<file path="config.mk">
export PLATFORM = sky130hd
export DESIGN_NAME = muldiv_controller_flat
export DESIGN_NICKNAME = d
export VERILOG_FILES = /design/src/rtl/muldiv_controller_if.sv /design/src/rtl/muldiv_controller.sv /design/src/flat_wrapper.sv
export SDC_FILE = /design/constraint.sdc
export NUM_CORES = 1
export LEC_CHECK = 0
export CORE_ASPECT_RATIO = 2
export CORE_MARGIN = 10
export CORE_UTILIZATION = 45
export CTS_BUF_LIST = sky130_fd_sc_hd__clkbuf_16
export CTS_CLUSTER_DIAMETER = 40
export CTS_CLUSTER_SIZE = 20
export DETAILED_ROUTE_END_ITERATION = 8
export MAX_ROUTING_LAYER = met4
export PLACE_DENSITY = 0.73
export SLEW_MARGIN = 15
export SYNTH_ARGS = -nofsm -noshare
export SYNTH_HDL_FRONTEND = slang
export SYNTH_SLANG_ARGS = --single-unit
</file>
<file path="constraint.sdc">
create_clock -name clk -period 9.2 [get_ports clk]
set_input_delay 1.38 -clock clk [delete_from_list [all_inputs] [get_ports clk]]
set_output_delay 1.38 -clock clk [all_outputs]
set_load 0.01 [all_outputs]
</file>
<file path="src/rtl/muldiv_controller_if.sv">
// Handshake and data bundle between the execute stage and the RV32M sequencer.
interface muldiv_controller_if;
  logic        start;
  logic [2:0]  funct3;
  logic [31:0] operand_a;
  logic [31:0] operand_b;
  logic        kill;
  logic        busy;
  logic        done;
  logic [31:0] result;

  modport master (
    output start, funct3, operand_a, operand_b, kill,
    input  busy, done, result
  );

  modport slave (
    input  start, funct3, operand_a, operand_b, kill,
    output busy, done, result
  );
endinterface

</file>
<file path="src/rtl/muldiv_controller.sv">
// Iterative RV32M multiply/divide sequencer: 32-step shift-add multiply and
// restoring divide on magnitudes, with sign fix-up and RISC-V special cases.
module muldiv_controller (
  input  logic                       clk,
  input  logic                       reset_n,
  muldiv_controller_if.slave         bus
);

  typedef enum logic [1:0] {IDLE, CALC, FIX, DONE} state_t;

  state_t      state, state_nxt;
  logic [2:0]  op_p0;
  logic        sign_a_p0;
  logic        sign_b_p0;
  logic [31:0] mcand_p0;
  logic [63:0] acc_p0;
  logic [5:0]  cnt_p0;
  logic [31:0] result_p1;

  function automatic logic [31:0] neg32(input logic [31:0] v);
    logic signed [31:0] s;
    s = -$signed(v);
    return s;
  endfunction

  function automatic logic [63:0] neg64(input logic [63:0] v);
    logic signed [63:0] s;
    s = -$signed(v);
    return s;
  endfunction

  logic        accept;
  logic        sa_in, sb_in;
  logic [31:0] abs_a, abs_b;
  logic        b_zero, ovf_in, special_in;
  logic [31:0] special_val;

  always_comb begin
    accept      = (state == IDLE) && bus.start && !bus.kill;
    sa_in       = (bus.funct3 == 3'b001) || (bus.funct3 == 3'b010) ||
                  (bus.funct3 == 3'b100) || (bus.funct3 == 3'b110);
    sb_in       = (bus.funct3 == 3'b001) || (bus.funct3 == 3'b100) ||
                  (bus.funct3 == 3'b110);
    abs_a       = (sa_in && bus.operand_a[31]) ? neg32(bus.operand_a) : bus.operand_a;
    abs_b       = (sb_in && bus.operand_b[31]) ? neg32(bus.operand_b) : bus.operand_b;
    b_zero      = (bus.operand_b == 32'd0);
    // Signed division only (funct3 LSB clear): most-negative / -1.
    ovf_in      = !bus.funct3[0] && (bus.operand_a == 32'h8000_0000) &&
                  (bus.operand_b == 32'hFFFF_FFFF);
    special_in  = bus.funct3[2] && (b_zero || ovf_in);
    special_val = 32'd0;
    if (b_zero)
      special_val = bus.funct3[1] ? bus.operand_a : 32'hFFFF_FFFF;
    else
      special_val = bus.funct3[1] ? 32'd0 : 32'h8000_0000;
  end

  // One shift-add or restoring-divide step on the shared accumulator.
  logic [32:0] mul_sum;
  logic [63:0] mul_next;
  logic [33:0] trial;
  logic [63:0] div_next;
  logic [63:0] prod;
  logic [31:0] quo_fix, rem_fix, fix_val;

  always_comb begin
    mul_sum  = {1'b0, acc_p0[63:32]} + {1'b0, mcand_p0};
    mul_next = acc_p0[0] ? {mul_sum, acc_p0[31:1]} : {1'b0, acc_p0[63:1]};
    trial    = {1'b0, acc_p0[63:31]} - {2'b00, mcand_p0};
    div_next = trial[33] ? {acc_p0[62:0], 1'b0}
                         : {trial[31:0], acc_p0[30:0], 1'b1};
    prod     = (sign_a_p0 ^ sign_b_p0) ? neg64(acc_p0) : acc_p0;
    quo_fix  = (sign_a_p0 ^ sign_b_p0) ? neg32(acc_p0[31:0]) : acc_p0[31:0];
    rem_fix  = sign_a_p0 ? neg32(acc_p0[63:32]) : acc_p0[63:32];
    if (op_p0[2])
      fix_val = op_p0[1] ? rem_fix : quo_fix;
    else
      fix_val = (op_p0[1:0] == 2'b00) ? prod[31:0] : prod[63:32];
  end

  always_comb begin
    state_nxt = state;
    unique case (state)
      IDLE: if (accept) state_nxt = special_in ? DONE : CALC;
      CALC: begin
        if (bus.kill)               state_nxt = IDLE;
        else if (cnt_p0 == 6'd31)   state_nxt = FIX;
      end
      FIX:  state_nxt = bus.kill ? IDLE : DONE;
      DONE: state_nxt = IDLE;
      default: state_nxt = IDLE;
    endcase
  end

  always_ff @(posedge clk or negedge reset_n) begin
    if (!reset_n) state <= IDLE;
    else          state <= state_nxt;
  end

  // Accept stage: latch op, signs and magnitudes; iterate in CALC; resolve in FIX.
  always_ff @(posedge clk or negedge reset_n) begin
    if (!reset_n) begin
      op_p0     <= 3'd0;
      sign_a_p0 <= 1'b0;
      sign_b_p0 <= 1'b0;
      mcand_p0  <= 32'd0;
      acc_p0    <= 64'd0;
      cnt_p0    <= 6'd0;
      result_p1 <= 32'd0;
    end else begin
      if (accept) begin
        op_p0     <= bus.funct3;
        sign_a_p0 <= sa_in && bus.operand_a[31];
        sign_b_p0 <= sb_in && bus.operand_b[31];
        cnt_p0    <= 6'd0;
        if (bus.funct3[2]) begin
          mcand_p0 <= abs_b;
          acc_p0   <= {32'd0, abs_a};
        end else begin
          mcand_p0 <= abs_a;
          acc_p0   <= {32'd0, abs_b};
        end
        if (special_in) result_p1 <= special_val;
      end else if (state == CALC && !bus.kill) begin
        acc_p0 <= op_p0[2] ? div_next : mul_next;
        cnt_p0 <= cnt_p0 + 6'd1;
      end else if (state == FIX && !bus.kill) begin
        result_p1 <= fix_val;
      end
    end
  end

  assign bus.busy   = (state == CALC) || (state == FIX);
  assign bus.done   = (state == DONE);
  assign bus.result = result_p1;

endmodule

</file>
<file path="src/flat_wrapper.sv">
// flat-port wrapper written by rule: the top's interface ports become plain ports
module muldiv_controller_flat 
  (clk, reset_n, bus_start, bus_funct3, bus_operand_a, bus_operand_b, bus_kill, bus_busy, bus_done, bus_result);
  muldiv_controller_if bus_i ();
  input  logic clk;
  input  logic reset_n;
  input wire logic [$bits(bus_i.start)-1:0] bus_start;
  input wire logic [$bits(bus_i.funct3)-1:0] bus_funct3;
  input wire logic [$bits(bus_i.operand_a)-1:0] bus_operand_a;
  input wire logic [$bits(bus_i.operand_b)-1:0] bus_operand_b;
  input wire logic [$bits(bus_i.kill)-1:0] bus_kill;
  output wire logic [$bits(bus_i.busy)-1:0] bus_busy;
  output wire logic [$bits(bus_i.done)-1:0] bus_done;
  output wire logic [$bits(bus_i.result)-1:0] bus_result;
  assign bus_i.start = bus_start;
  assign bus_i.funct3 = bus_funct3;
  assign bus_i.operand_a = bus_operand_a;
  assign bus_i.operand_b = bus_operand_b;
  assign bus_i.kill = bus_kill;
  assign bus_busy = bus_i.busy;
  assign bus_done = bus_i.done;
  assign bus_result = bus_i.result;
  muldiv_controller u_core (.clk(clk), .reset_n(reset_n), .bus(bus_i));
endmodule
</file>
After elaboration in Yosys (flattened, before gate mapping)
Index checks and enable logic that the tools add are counted.

storage, ports and cells
  flip-flop bits (word level) = 141
  bits of input ports = 71
  output and inout bits = 34

operators by class
  $add $sub $neg = 8
  equality and inequality tests = 14
  multiplexer cells = 30
  bitwise logic cells = 1
  reduce and logical (&&, ||, !) cells = 25

operator list
  operator                count
  $mux W32                16
  $mux W64                6
  $neg A32 Y32            4
  $eq A32 B32 Y1 const B  2
  $neg A64 Y64            1
  $sub A33 B32 Y34        1
  $add A32 B32 Y33        1
  $logic_not A32 Y1       1
  $mux W6                 2
  $mux W2                 5
  $logic_and A1 B1 Y1     9
  $pmux W2 S4             1
  $logic_or A1 B1 Y1      7
  $add A6 B1 Y6 const B   1
  $eq A3 B3 Y1 const B    2
  $eq A6 B5 Y1 const B    1
  $eq A2 B2 Y1 const B    2
  $logic_not A2 Y1        2
  $ne A2 B1 Y1 const B    2
  $reduce_bool A2 Y1      2
  $eq A3 B1 Y1 const B    1
  $eq A3 B2 Y1 const B    1
  $ne A3 B2 Y1 const B    1
  $reduce_and A3 Y1       1
  other kinds (5)         6

Logic depth before layout (Yosys ltp)
  word-level depth = 8
  depth in mapped cells = 14
  gate-level depth less buffers = 13

Worst setup path after synthesis
Ideal clock, no wire load.

  kind = input port to flip-flop
  from = in bus_operand_b[9]
  to = reg u_core.result_p1[30], in the netlist u_core.bus.result[30]
  setup time = 0.126 ns
  data arrival time = 4.274 ns
  path slack = 4.800 ns
  cell stages on the path = 9
  buffers on the path = 2
  cell sequence = or4_4 -> or4_4 -> or4b_4 -> or4_4 -> o21ai_2 -> o21ba_1 -> buf_6 -> buf_6 -> o311a_1

between the ends
  cells in the longest elaborated chain, start to end = 6
  elaborated cells on any way between the ends = 10
  classes of those cells = eq/ne: 2; mux: 3; reduce/logical: 5

ends and longest elaborated chain
  what                                line                      source
  start, declared                     flat_wrapper.sv:10        input wire logic [$bits(bus_i.operand_b)-1:0] bus_operand_b;
  $eq A32 B32 Y1                      muldiv_controller.sv:49   (bus.operand_b == 32'hFFFF_FFFF);
  $logic_and A1 B1 Y1                 muldiv_controller.sv:48   ovf_in = !bus.funct3[0] && (bus.operand_a == 32'h8000_0000) &&
  $logic_or A1 B1 Y1                  muldiv_controller.sv:50   special_in = bus.funct3[2] && (b_zero || ovf_in);
  $logic_and A1 B1 Y1                 muldiv_controller.sv:50
  $ne A2 B2 Y1 (no source line)       --
  $reduce_and A3 Y1 (no source line)  --
  end signal, assigned                muldiv_controller.sv:123  if (special_in) result_p1 <= special_val;
  end signal, assigned                muldiv_controller.sv:128  result_p1 <= fix_val;
  end, declared                       muldiv_controller.sv:18   logic [31:0] result_p1;

Several ways; a longest one is shown, not always the timed one. The select of a mux whose other input is x is not followed.
A chain may end at the register's enable or synchronous reset.

Worst setup path in the final report
  from = in bus_operand_b[17]
  to = reg u_core.result_p1[30], in the netlist u_core.bus.result[30]

Same word-level chain as after synthesis.

==> impl_metrics.py <==
metrics = {
    "run_status": {
        "status": "completed",
    },
    "yosys": {
        "synth_area_mm2": 0.0152,
        "synth_area_per_cell_um2": 7.38,
        "synth_top_area_share_pct": 23.2,
        "synth_warnings": 0,
        "synth_top_area_cell": "dfrtp_1",
        "synth-main-ff-cell": "dfrtp_1",
        "synth_commonest_cells": "nand2_1 (248), o21ai_0 (217), a21oi_1 (180)",
        "yosysSeqAreaShare_pct": 23.2,
        "syn-instance-count": 2062,
        "syn_nets": 2210,
        "synth_edf_count": 0,
        "ys_async_sr_fraction_pct": 100,
        "synth_area_leaders": "dfrtp_1 (23%), o21ai_0 (7.1%), ha_1 (6.2%)",
        "yosysMostFrequentCell": "nand2_1",
        "synth_seq_cells": 141,
        "synth_cell_types": 72,
    },
    "route": {
        "via_per_inst": 6.53,
        "dr.pass1.iters": 6,
        "route.detailed.drc": 0,
        "via_count": 16281,
        "routedWlPerCell_um": 24.2,
        "postRouteAntennaNets": 0,
        "totalWireLength_um": 60200,
        "drt_iter0_drc": 1335,
    },
    "global_routing": {
        "antenna_found_initial": 0,
        "grt_max_degree": 95,
        "grt_pass1_vias": 16050,
        "grt_pass1_wl_um": 91300,
        "overflow": 0,
        "grtUsageTotal_pct": 28.8,
    },
    "die": {
        "die-height_um": 280,
        "dieArea_mm2": 0.0420,
        "core-area_mm2": 0.0335,
        "die_x_um": 150,
        "io_pins": 105,
        "fp-row-count": 95,
        "initial_core_util_pct": 45.4,
    },
    "clocking": {
        "h-tree-depth": 4,
        "holdBufCountCts": 0,
        "clkLatencyLatePin_ns": 0.46,
        "cts_tree": "done",
        "path_clk_slew_ns": 0.06,
        "cts_resized": 0,
        "root_buffer": "clkbuf_16",
        "cts_setup_buffers": 0,
        "clk_path_buf_depth": 2,
        "cts_buffers": 17,
        "clock_sinks": 141,
    },
    "placement": {
        "dp_hpwl_um": 47000,
        "place_congestion": 1.04,
        "placed_cell_area_mm2": 0.0164,
        "portBuffers": 104,
    },
    "critical_path": {
        "start_kind": "input pin",
        "arrival_ns": 6.34,
        "criticalPathCategory": "input pin to flip-flop",
        "setup.worst_path.end_class": "flip-flop",
        "critPathRequiredTime_ns": 9.53,
        "critical_path.max_fanout": 24,
    },
    "cells_and_area": {
        "nNetsFinal": 2194,
        "area_growth_pct": 12.1,
        "nFillCells": 3274,
        "layout-drive-gt1-share_pct": 3.65,
        "antenna_cells": 0,
        "design_area_mm2": 0.0171,
    },
    "sta": {
        "worstMarginPinSlew_ns": 1.23,
        "clock_skew_ns": 0.0134,
        "setup_tns_ns": 0,
        "hold_viol": 0,
        "setup_viol": 0,
        "rsz0062_at_grt": "no",
        "maxSlewHeadroom_pct": 16.7,
        "min_period_ns": 6.01,
        "finalCritPeriodShare_pct": 65.3,
        "max_freq_ghz": 0.166,
        "final_max_slew_viol_count": 0,
    },
    "power_and_ir_drop": {
        "powerDensity_mw_per_mm2": 416,
        "ir_worst_vdd_mv": 0.203,
        "p_leak_nw": 6.93,
    },
    "worst_hold_path": {
        "min_path_type": "flip-flop to flip-flop",
    },
    "job": {
        "maxCapViolCount": 0,
    },
}
==> power by group <==
part | switching [mW] | internal, mW | leakage (nW)
Sequential | 0.546 | 0.896 | 1.76
Clock | 0.285 | 0.530 | 0.325
Combinational | 2.94 | 1.90 | 4.85
==> cells by family after synthesis <==
kind of cell               synth area share [%]
DFF                                        23.2
muxes                                      3.62
AOI/OAI and AO/OA                          30.2
and+or+nand+nor                            19.8
buffers and inverters                      5.61
xor gates and xnor gates                   11.2
adders and majority gates                  6.43
==> worst max-delay path, cell delays in order <==
cell and delay (ns):
clkdlybuf4s50_1 0.55, nor4_1 0.58, nor4bb_1 0.61, or4b_4 0.59, or4_4 0.55, o21ai_2 0.77
o21ba_1 0.57, buf_4 0.37, o311a_1 0.34
==> per-stage QoR <==
step                util (%)  setup WS [ns]  hold WS (ns)  total power [mW]  std cells
floorplan                  -           4.80         0.475              4.69       2062
detailed placement      48.9           2.84         0.486              6.12       2463
global route            50.9           3.05         0.526              7.58       2492
global placement        48.9           2.87         0.479              6.06       2463
finish                  50.9           3.19         0.495              7.10       2492
CTS                     50.9           3.31         0.494              6.98       2492
==> cell usage in the layout, fill, tap and decap left out, drive strengths merged, types with 25 or more instances in the layout <==
| cell | synthesis | layout |
|---|---|---|
| a211oi | 25 | 25 |
| a21o | 40 | 40 |
| a21oi | 180 | 180 |
| clkdlybuf4s50 | 0 | 102 |
| dfrtp | 141 | 141 |
| ha | 75 | 75 |
| inv | 61 | 61 |
| mux2i | 49 | 49 |
| nand2 | 248 | 248 |
| nand3 | 37 | 37 |
| nand4 | 26 | 26 |
| nor2 | 143 | 143 |
| nor3 | 61 | 61 |
| o211ai | 68 | 68 |
| o21ai | 218 | 218 |
| o31ai | 29 | 29 |
| xnor2 | 102 | 102 |
| xor2 | 93 | 93 |
==> path summary, 6_finish.rpt <==
kind / start / endpoint / slack, ns / depth (start not counted)
max in group asynchronous: reset_n / u_core.cnt_p0[5]$_DFFE_PN0P_ / 6.86 / 2
setup reg to reg: u_core.acc_p0[0]$_DFFE_PN0P_ / u_core.bus.result[6]$_DFFE_PN0P_ / 4.26 / 11
setup / recovery: bus_operand_b[17] / u_core.bus.result[30]$_DFFE_PN0P_ / 3.19 / 9
hold reg to reg: u_core.bus.result[24]$_DFFE_PN0P_ / u_core.bus.result[24]$_DFFE_PN0P_ / 0.50 / 2
min in group asynchronous: reset_n / u_core.acc_p0[3]$_DFFE_PN0P_ / 0.92 / 1
hold / removal: u_core.bus.result[24]$_DFFE_PN0P_ / u_core.bus.result[24]$_DFFE_PN0P_ / 0.50 / 2
==> flip-flops by register name, indices dropped and copies added, names as in the netlist <==
name               flops
u_core.sign_b_p0       1
u_core.op_p0           3
u_core.acc_p0         64
u_core.mcand_p0       32
u_core.sign_a_p0       1
u_core.state           2
u_core.bus.result     32
u_core.cnt_p0          6
==> layer usage <==
layer | routed length, um | track usage (%)
met4 | 5440 | 23.1
met5 | 0 | -
met1 | 21200 | 28.2
met3 | 2870 | 3.52
met2 | 30700 | 49.9
==> cell type report <==
cell class,count,area (um2),share of cell area (%)
sequential,141,3530,20.7
timing repair buffer,125,1200,7.02
inverter,63,236,1.39
clock buffer,17,425,2.49
tap,436,546,3.20
multi-input combinational,1698,10900,63.8
clock inverter,12,245,1.44
Power figures use the tool's default switching activity.
